## src/rtl/umac_pkg.sv

```systemverilog
// umac_pkg: state type, LFSR tap table and popcount
// shared by the scaled stochastic MAC and its lanes.
package umac_pkg;

  typedef enum logic [1:0] {
    IDLE  = 2'd0,
    RUN   = 2'd1,
    DRAIN = 2'd2
  } umac_state_t;

  // Maximal-length Fibonacci taps, bit n-1 set for tap n.
  function automatic logic [15:0] lfsr_taps(input int w);
    logic [15:0] t;
    case (w)
      3:       t = 16'h0006;
      4:       t = 16'h000C;
      5:       t = 16'h0014;
      6:       t = 16'h0030;
      7:       t = 16'h0060;
      8:       t = 16'h00B8;
      9:       t = 16'h0110;
      10:      t = 16'h0240;
      11:      t = 16'h0500;
      12:      t = 16'h0829;
      13:      t = 16'h100D;
      14:      t = 16'h2015;
      15:      t = 16'h6000;
      default: t = 16'hD008;
    endcase
    return t;
  endfunction

  function automatic int popcount(input logic [255:0] v);
    int n;
    n = 0;
    for (int i = 0; i < 256; i++) begin
      n += int'(v[i]);
    end
    return n;
  endfunction

endpackage

```

## src/rtl/umac_scaled_param_lane.sv

```systemverilog
// umul_lane: one MAC lane. Holds weight wB, compares
// it against the lane RNG and multiplies with iA.
// Ports: clk, rst_n, we_i/wd_i (weight write),
//  a_i (unary bit), rng_i (rotated LFSR), m_o (product).
module umul_lane #(
  parameter int WIDTH   = 8,
  parameter int BIPOLAR = 1
) (
  input  logic             clk,
  input  logic             rst_n,
  input  logic             we_i,
  input  logic [WIDTH-1:0] wd_i,
  input  logic             a_i,
  input  logic [WIDTH-1:0] rng_i,
  output logic             m_o
);

  logic [WIDTH-1:0] w_q;
  logic             b;

  always_ff @(posedge clk or negedge rst_n) begin
    if (!rst_n) begin
      w_q <= '0;
    end else if (we_i) begin
      w_q <= wd_i;
    end
  end

  assign b = (w_q > rng_i);

  if (BIPOLAR != 0) begin : g_bip
    assign m_o = ~(a_i ^ b);
  end else begin : g_uni
    assign m_o = a_i & b;
  end

endmodule

```

## src/rtl/umac_scaled_param.sv

```systemverilog
// umac_scaled_param: NUM-lane stochastic MAC with 1/NUM
// scaled adder, windowed run control and ones counter.
// Ports: clk, rst_n (async, active low);
//  iA (lane bits); iB_data/iB_addr/iB_valid/iB_ready
//  (weight write, IDLE only); start (begin window);
//  oC/oC_valid (output stream); done (window end pulse);
//  count (ones on oC in last window).
module umac_scaled_param
  import umac_pkg::*;
#(
  parameter int               NUM     = 16,
  parameter int               WIDTH   = 8,
  parameter int               BIPOLAR = 1,
  parameter logic [WIDTH-1:0] SEED    = WIDTH'(1)
) (
  input  logic                    clk,
  input  logic                    rst_n,
  input  logic [NUM-1:0]          iA,
  input  logic [WIDTH-1:0]        iB_data,
  input  logic [$clog2(NUM)-1:0]  iB_addr,
  input  logic                    iB_valid,
  output logic                    iB_ready,
  input  logic                    start,
  output logic                    oC,
  output logic                    oC_valid,
  output logic                    done,
  output logic [WIDTH-1:0]        count
);

  localparam int AW = $clog2(NUM);
  localparam int CW = AW + 1;
  localparam logic [WIDTH-1:0] TAPS =
    WIDTH'(lfsr_taps(WIDTH));
  localparam logic [WIDTH-1:0] LAST =
    WIDTH'((1 << WIDTH) - 2);
  localparam logic [CW-1:0] NUMC = CW'(NUM);

  umac_state_t      state_q, state_d;
  logic [WIDTH-1:0] lfsr_q;
  logic [WIDTH-1:0] win_q;
  logic [WIDTH-1:0] cnt_q;
  logic [WIDTH-1:0] count_q;
  logic [WIDTH-1:0] cnt_inc;
  logic [CW-1:0]    acc_q;
  logic [CW-1:0]    sum;
  logic [NUM-1:0]   m;
  logic             oc_q, ocv_q, done_q;
  logic             wr, ge;

  assign wr = (state_q == IDLE) && iB_valid;

  for (genvar i = 0; i < NUM; i++) begin : g_lane
    localparam int SH = i % WIDTH;
    logic [WIDTH-1:0] rng;
    if (SH == 0) begin : g_r0
      assign rng = lfsr_q;
    end else begin : g_rn
      assign rng = (lfsr_q << SH)
                 | (lfsr_q >> (WIDTH - SH));
    end
    // Addresses >= NUM match no lane: write dropped.
    umul_lane #(
      .WIDTH  (WIDTH),
      .BIPOLAR(BIPOLAR)
    ) u_lane (
      .clk  (clk),
      .rst_n(rst_n),
      .we_i (wr && (iB_addr == AW'(i))),
      .wd_i (iB_data),
      .a_i  (iA[i]),
      .rng_i(rng),
      .m_o  (m[i])
    );
  end

  // acc < NUM and popcount <= NUM, so CW bits hold sum.
  assign sum     = acc_q + CW'(popcount(256'(m)));
  assign ge      = (sum >= NUMC);
  assign cnt_inc = cnt_q + WIDTH'(oc_q & ocv_q);

  always_comb begin
    state_d = state_q;
    unique case (state_q)
      IDLE:    if (start) state_d = RUN;
      RUN:     if (win_q == LAST) state_d = DRAIN;
      DRAIN:   state_d = IDLE;
      default: state_d = IDLE;
    endcase
  end

  always_ff @(posedge clk or negedge rst_n) begin
    if (!rst_n) begin
      state_q <= IDLE;
      lfsr_q  <= SEED;
      win_q   <= '0;
      acc_q   <= '0;
      oc_q    <= 1'b0;
      ocv_q   <= 1'b0;
      done_q  <= 1'b0;
      cnt_q   <= '0;
      count_q <= '0;
    end else begin
      state_q <= state_d;
      oc_q    <= 1'b0;
      ocv_q   <= 1'b0;
      done_q  <= 1'b0;
      cnt_q   <= cnt_inc;
      if (state_q == IDLE && start) begin
        cnt_q <= '0;
      end
      if (state_q == RUN) begin
        lfsr_q <= {lfsr_q[WIDTH-2:0],
                   ^(lfsr_q & TAPS)};
        win_q  <= (win_q == LAST) ? '0
                : win_q + 1'b1;
        acc_q  <= ge ? sum - NUMC : sum;
        oc_q   <= ge;
        ocv_q  <= 1'b1;
      end
      // Last stream bit is on oC during DRAIN.
      if (state_q == DRAIN) begin
        done_q  <= 1'b1;
        count_q <= cnt_inc;
      end
    end
  end

  assign iB_ready = (state_q == IDLE);
  assign oC       = oc_q;
  assign oC_valid = ocv_q;
  assign done     = done_q;
  assign count    = count_q;

endmodule

```

## config.mk

```make
export PLATFORM = sky130hd
export DESIGN_NAME = umac_scaled_param
export DESIGN_NICKNAME = d
export VERILOG_FILES = /design/src/rtl/umac_pkg.sv /design/src/rtl/umac_scaled_param_lane.sv /design/src/rtl/umac_scaled_param.sv
export SDC_FILE = /design/constraint.sdc
export NUM_CORES = 1
export LEC_CHECK = 0
export CAP_MARGIN = 20
export CORE_ASPECT_RATIO = 1.25
export CORE_MARGIN = 5
export CORE_UTILIZATION = 45
export CTS_CLUSTER_SIZE = 25
export DETAILED_ROUTE_END_ITERATION = 8
export DONT_BUFFER_PORTS = 1
export PLACE_DENSITY = 0.69
export SLEW_MARGIN = 20
export SYNTH_ARGS = -nofsm -noshare
export SYNTH_HDL_FRONTEND = slang
export SYNTH_SLANG_ARGS = --single-unit
```

## constraint.sdc

```tcl
create_clock -name clk -period 6 [get_ports clk]
set_input_delay 0.6 -clock clk [delete_from_list [all_inputs] [get_ports clk]]
set_output_delay 0.6 -clock clk [all_outputs]
set_load 0.02 [all_outputs]
```

Word-level counts from Yosys, hierarchy flattened

Index checks and enable logic that the tools add are counted.

Bits of input ports: 32
Output and inout bits: 12
Flip-flop bits (word level): 170
Logic and storage cells: 152

Add/sub/neg operators: 19
Multiplexer cells: 9
Bitwise gates (word level): 40
Order comparisons: 17
Reductions and logical operators: 22
Eq/ne operators: 20

Operator list:

| cell                                                             | number |
|---|---|
| 8-bit greater-than comparator                                    | 16 |
| 5-bit by 1-bit adder with 5-bit output                           | 11 |
| 4-bit == test (second input constant)                            | 8 |
| 1-bit logical AND                                                | 18 |
| 4-bit by 3-bit == test with 1-bit output (second input constant) | 4 |
| 8-bit two-way mux                                                | 2 |
| 1-bit NOT                                                        | 16 |
| 1-bit bitwise XOR                                                | 16 |
| 8-bit by 1-bit adder with 8-bit output                           | 1 |
| 8-bit by 1-bit adder with 8-bit output (second input constant)   | 1 |
| 4-bit by 2-bit == test with 1-bit output (second input constant) | 2 |
| 8-bit == test (second input constant)                            | 1 |
| 8-bit by 1-bit OR with 8-bit output                              | 1 |
| 8-bit by 2-bit OR with 8-bit output                              | 1 |
| 8-bit by 3-bit OR with 8-bit output                              | 1 |
| 8-bit by 4-bit OR with 8-bit output                              | 1 |
| 8-bit by 5-bit OR with 8-bit output                              | 1 |
| 8-bit by 6-bit OR with 8-bit output                              | 1 |
| 8-bit by 7-bit OR with 8-bit output                              | 1 |
| 8-bit parity                                                     | 1 |
| 4-bit by 1-bit adder with 5-bit output                           | 1 |
| 5-bit adder                                                      | 1 |
| 5-bit >= comparator (second input constant)                      | 1 |
| 5-bit two-way mux                                                | 1 |
| other kinds (16)                                                 | 19 |

Longest topological paths before layout

Depth in word-level cells: 22
Mapped depth: 22
Mapped depth without buffers: 22

Cells and area by module

From an unflattened synthesis, not the netlist that was laid out.

Cell total of the unflattened synthesis: 955
Area, all modules: 10,592.7 sq um

Modules (own cells, without submodules):

| module            | cells an instance | times used | sequential area each (sq um) | area each (sq um) |
|---|---|---|---|---|
| umul_lane         | 45                | 16         | 200.2                        | 516.7 |
| umac_scaled_param | 235               | 1          | 1,027.2                      | 2,324.7 |

Least setup slack after synthesis

OpenSTA, ideal clock, no wires.

Kind: reg2reg
Start: register lfsr_q[5] (netlist: g_lane[0].rng[5])
End: register oc_q (netlist: oC)
Path slack: 0.796 ns
Data arrival time: 5.073 ns
Buffers on the path: 0
Clock period less this slack: 5.204 ns
Required time: 5.869 ns
Cell stages (with the launch flop): 22
Library setup time: 0.131 ns
Cells stage by stage: dfrtp_1 -> inv_1 -> ha_1 -> nor2b_1 -> o211ai_1 -> a21oi_1 -> o32ai_1 -> xor2_1 -> fa_1 -> inv_1 -> fa_1 -> fa_1 -> inv_1 -> fa_1 -> inv_1 -> fa_1 -> inv_1 -> fa_1 -> a21o_1 -> a21oi_1 -> xor2_1 -> nor2_1

Longest elaborated chain between the ends: 22
Elaborated cells on any way between the ends: 73
Classes of those cells: add/sub: 16; order compare: 17; mux: 1; bitwise: 39

Ends and longest elaborated chain:

| what                                                  | RTL line                     | text |
|---|---|---|
| start: declaration                                    | umac_scaled_param.sv:39      | `logic [WIDTH-1:0] lfsr_q;` |
| start signal: assignment                              | umac_scaled_param.sv:112     | `lfsr_q <= {lfsr_q[WIDTH-2:0],` |
| 8-bit by 1-bit OR with 8-bit output                   | umac_scaled_param.sv:59      | `\| (lfsr_q >> (WIDTH - SH));` |
| 8-bit greater-than comparator                         | umac_scaled_param_lane.sv:29 | `assign b = (w_q > rng_i);` |
| 1-bit bitwise XOR                                     | umac_scaled_param_lane.sv:32 | `assign m_o = ~(a_i ^ b);` |
| 1-bit NOT                                             | umac_scaled_param_lane.sv:32 |  |
| 1-bit by 1-bit adder with 2-bit output                | umac_pkg.sv:37               | `n += int'(v[i]);` |
| 2-bit by 1-bit adder with 3-bit output                | umac_pkg.sv:37               |  |
| 3-bit by 1-bit adder with 4-bit output                | umac_pkg.sv:37               |  |
| 4-bit by 1-bit adder with 5-bit output                | umac_pkg.sv:37               |  |
| 5-bit by 1-bit adder with 5-bit output (10 in series) | umac_pkg.sv:37               |  |
| 5-bit by 1-bit adder with 5-bit output *              | umac_pkg.sv:37               |  |
| 5-bit adder *                                         | umac_scaled_param.sv:77      | `assign sum = acc_q + CW'(popcount(256'(m)));` |
| 5-bit >= comparator *                                 | umac_scaled_param.sv:78      | `assign ge = (sum >= NUMC);` |
| 1-bit two-way mux *                                   | umac_scaled_param.sv:111     | `if (state_q == RUN) begin` |
| end signal: assignment                                | umac_scaled_param.sv:117     | `oc_q <= ge;` |
| end: declaration                                      | umac_scaled_param.sv:47      | `logic oc_q, ocv_q, done_q;` |

Every way passes the cells marked *; elsewhere a longest branch is shown, timed or not.
A chain may end at the register's enable or synchronous reset.

Worst setup path in the final report

Start: register lfsr_q[3] (netlist: g_lane[0].rng[3])
End: register oc_q (netlist: oC)

Same word-level chain as after synthesis.

==> flow_summary.toml <==
[pwr]
max-vdd-ir-drop_uv = 225
p_leak_nw = 5.27
power_density_mw_per_mm2 = 257

[place]
dp_slack_ns = 0.326
place_hpwl_um = 16300
placed_cell_area_mm2 = 0.0102
port_buffers = 0
gp_congestion = 0.838

[die]
die_x_um = 142
core_mm2 = 0.0215
fp.dieH_um = 175
die-area_mm2 = 0.0248
pin_count = 44
start_util_pct = 45.6
rows = 60

[global_routing]
grt_start_max_net_pins = 169
grt_pass1_vias = 6660
grt_antenna_before_repair = 0
grt_pass1_wl_um = 37300
grt_overflow = 0
grt_usage_pct = 19.7

[cells_and_area]
area_growth_pct = 10.6
n_fill_cell = 1934
final_util_pct = 50.5
multiInputGateArea_mm2 = 0.00532
drive_gt1_share_pct = 22.0
fin_nets = 1036
final_area_mm2 = 0.0108
seqCellArea_mm2 = 0.00423
antennaDiodeCount = 0

[synth]
synth_area_mm2 = 0.00980
synth_cell_types = 35
syn_area_per_cell_um2 = 11.8
ys.warnings.count = 0
synth_nets = 1010
synth-seq-area-share_pct = 43.2
syn_inst = 827
synth_seq_cells = 169

[clock_network]
h-tree-depth = 4
cts_tree = "done"
cts_buffer_depth = 2
clock_latency_ns = 0.43
cts_root_buf = "clkbuf_16"
cts_made_buffers = 17
clk_pin_slew_worst_paths_ns = 0.06
cts_sinks = 169

[worst_setup_path]
path_class = "reg -> reg"
cp-start-kind = "register"
crit_path_end_kind = "register"
crit_path_max_incr_delay_ns = 0.49
path_max_fanout = 7
rr_startpoint = "g_lane[0].rng[3]"
path_delay_family = "adder cells"
crit_path_cell_trace = "inv_1 -> buf_4 -> ha_1 -> nor2b_1 -> o211ai_1 -> a21oi_1 -> o32ai_1 -> xnor2_1 -> fa_1 -> inv_1 -> fa_1 -> inv_1 -> fa_1 -> inv_1 -> fa_1 -> inv_1 -> fa_1 -> inv_1 -> fa_1 -> a21o_1 -> a21oi_1 -> xor2_1 -> nor2_1"
critPathLaunch = "g_lane[0].rng[3]"
crit_buf_inv = 7
cp_slowest_cell = "fa_1"
arrival_ns = 5.82
worstPathRequired_ns = 6.28
ff2ff_setup_slack_ns = 0.46

[sta]
rsz0062_at_grt = "no"
maxSlewViolCount = 0
setup_violations = 0
fin_skew_ns = 0.00921
fmax_ghz = 0.181
fin_tns_setup_ns = 0
min_period_over_period_pct = 92.3
fin_crit_ns = 5.54
finalHoldViolCount = 0
worst_slew_pin_slew_ns = 0.984
maxSlewHeadroom_pct = 34.4
fin_ws_ns = 0.461

[routing]
drt_wl_total_um = 23500
viasPerCell = 5.72
first_pass_iters = 5
wl_per_cell_um = 20.5
drtIter0Drc = 412
vias = 6548
antenna_left = 0
route.detailed.drc = 0

[run]
cap_violations = 0

[outcome]
status = "finished clean"

[min_path]
hold_path_class = "in -> async"
-- cell type report --
class / instances / share of cell area, %
multi-input combinational: 595 / 49.1
sequential: 169 / 39.0
clock buffer: 23 / 4.32
tap: 279 / 3.22
timing repair buffer: 25 / 2.06
inverter: 45 / 1.59
clock inverter: 8 / 0.670
-- layout by cell type (no fill, tap or decap), drive strengths merged --
cell / synthesis / layout
a211oi: 16 / 16
a21o: 2 / 2
a21oi: 35 / 35
a31o: 1 / 1
a31oi: 1 / 1
and2: 2 / 2
and3: 5 / 5
and4: 1 / 1
buf: 1 / 24
bufinv: 0 / 1
clkbuf: 17 / 23
clkinv: 0 / 4
clkinvlp: 0 / 4
dfrtp: 168 / 168
dfstp: 1 / 1
dlygate4sd3: 0 / 1
fa: 12 / 12
ha: 139 / 139
inv: 45 / 44
mux2: 126 / 126
nand2: 36 / 36
nand2b: 5 / 5
nand3: 9 / 9
nand4: 35 / 35
nand4b: 1 / 1
nor2: 37 / 37
nor2b: 20 / 20
nor3: 2 / 2
nor3b: 1 / 1
o211ai: 16 / 16
o21ai: 44 / 44
o31ai: 1 / 1
o32ai: 16 / 16
or3: 1 / 1
xnor2: 14 / 14
xor2: 17 / 17
-- cells by family (layout without fill, tap and decap cells) --
logic type | after synthesis | count (layout) | synth area share, %
AO/OA/AOI/OAI | 132 | 132 | 8.30
XOR/XNOR | 31 | 31 | 2.77
adder cells (fa/ha/maj) | 151 | 151 | 20.2
buffers and inverters | 63 | 101 | 2.49
flip-flops | 169 | 169 | 43.2
multiplexers | 126 | 126 | 14.5
AND/OR/NAND/NOR | 155 | 155 | 8.56
-- worst paths after layout --
path                                                end  depth (start not counted)
worst max-delay path                                 oC                         23
worst min register to register                 win_q[5]                          1
worst max register to register                       oC                         23
max in group asynchronous              g_lane[0].rng[1]                          1
worst min-delay path                           win_q[7]                          1
min in group clk                g_lane[6].u_lane.w_q[0]                          2
-- synthesized netlist by cell type (all sizes together) --
library cell,count,share of area (%)
nand2,36,1.4
nand4b,1,0.089
mux2,126,14
o21ai,44,2.2
a31oi,1,0.064
nor3,2,0.27
and4,1,0.089
nor2b,20,1.3
o31ai,1,0.077
nor2,37,1.8
a21o,2,0.15
o32ai,16,1.4
clkbuf,17,0.65
dfstp,1,0.27
buf,1,0.11
o211ai,16,1.2
and2,2,0.13
or3,1,0.064
ha,139,18
inv,45,1.7
fa,12,2.5
nand4,35,2.2
nand2b,5,0.32
xnor2,14,1.3
a211oi,16,1.2
dfrtp,168,43
nor3b,1,0.13
xor2,17,1.5
a21oi,35,1.8
nand3,9,0.46
and3,5,0.32
a31o,1,0.089
-- metal layers --
metal / up-vias / GRT usage (%) / part of all wire, %
met3: 46 / 5.09 / 5.4
met5: - / 0 / 0
met4: 0 / 8.20 / 3.4
li1: 3095 / - / -
met1: 3272 / 24.2 / 42
met2: 135 / 33.0 / 49
-- power by group --
group,internal (mW),switching [mW]
logic,0.233,0.290
clock network,0.587,0.440
registers,1.20,0.0371
-- state kept, by name, indices dropped and copies added, names as in the netlist, 2 cells and up --
| signal | count |
|---|---|
| acc_q | 4 |
| cnt_q | 8 |
| count | 8 |
| g_lane.rng | 8 |
| g_lane.u_lane.w_q | 128 |
| state_q | 2 |
| win_q | 8 |
-- per-stage QoR --
stage / std cells / power (mW) / hold WS (ns)
2_1_floorplan: 827 / 1.66 / 0.304
3_3_place_gp: 1106 / 1.73 / 0.315
3_5_place_dp: 1106 / 1.76 / 0.316
4_1_cts: 1139 / 2.83 / 0.258
5_1_grt: 1144 / 2.97 / 0.277
6_report: 1144 / 2.78 / 0.109
-- what timing repair did --
item / 4_1_cts / 5_1_grt
endpoints found under the hold margin: 168 / 0
hold buffers: 2 / 0
endpoints found under the setup margin: 0 / 1
gates resized for setup: 0 / 1
setup buffers: 0 / 5
No activity file was read; power rests on OpenSTA's default activity.
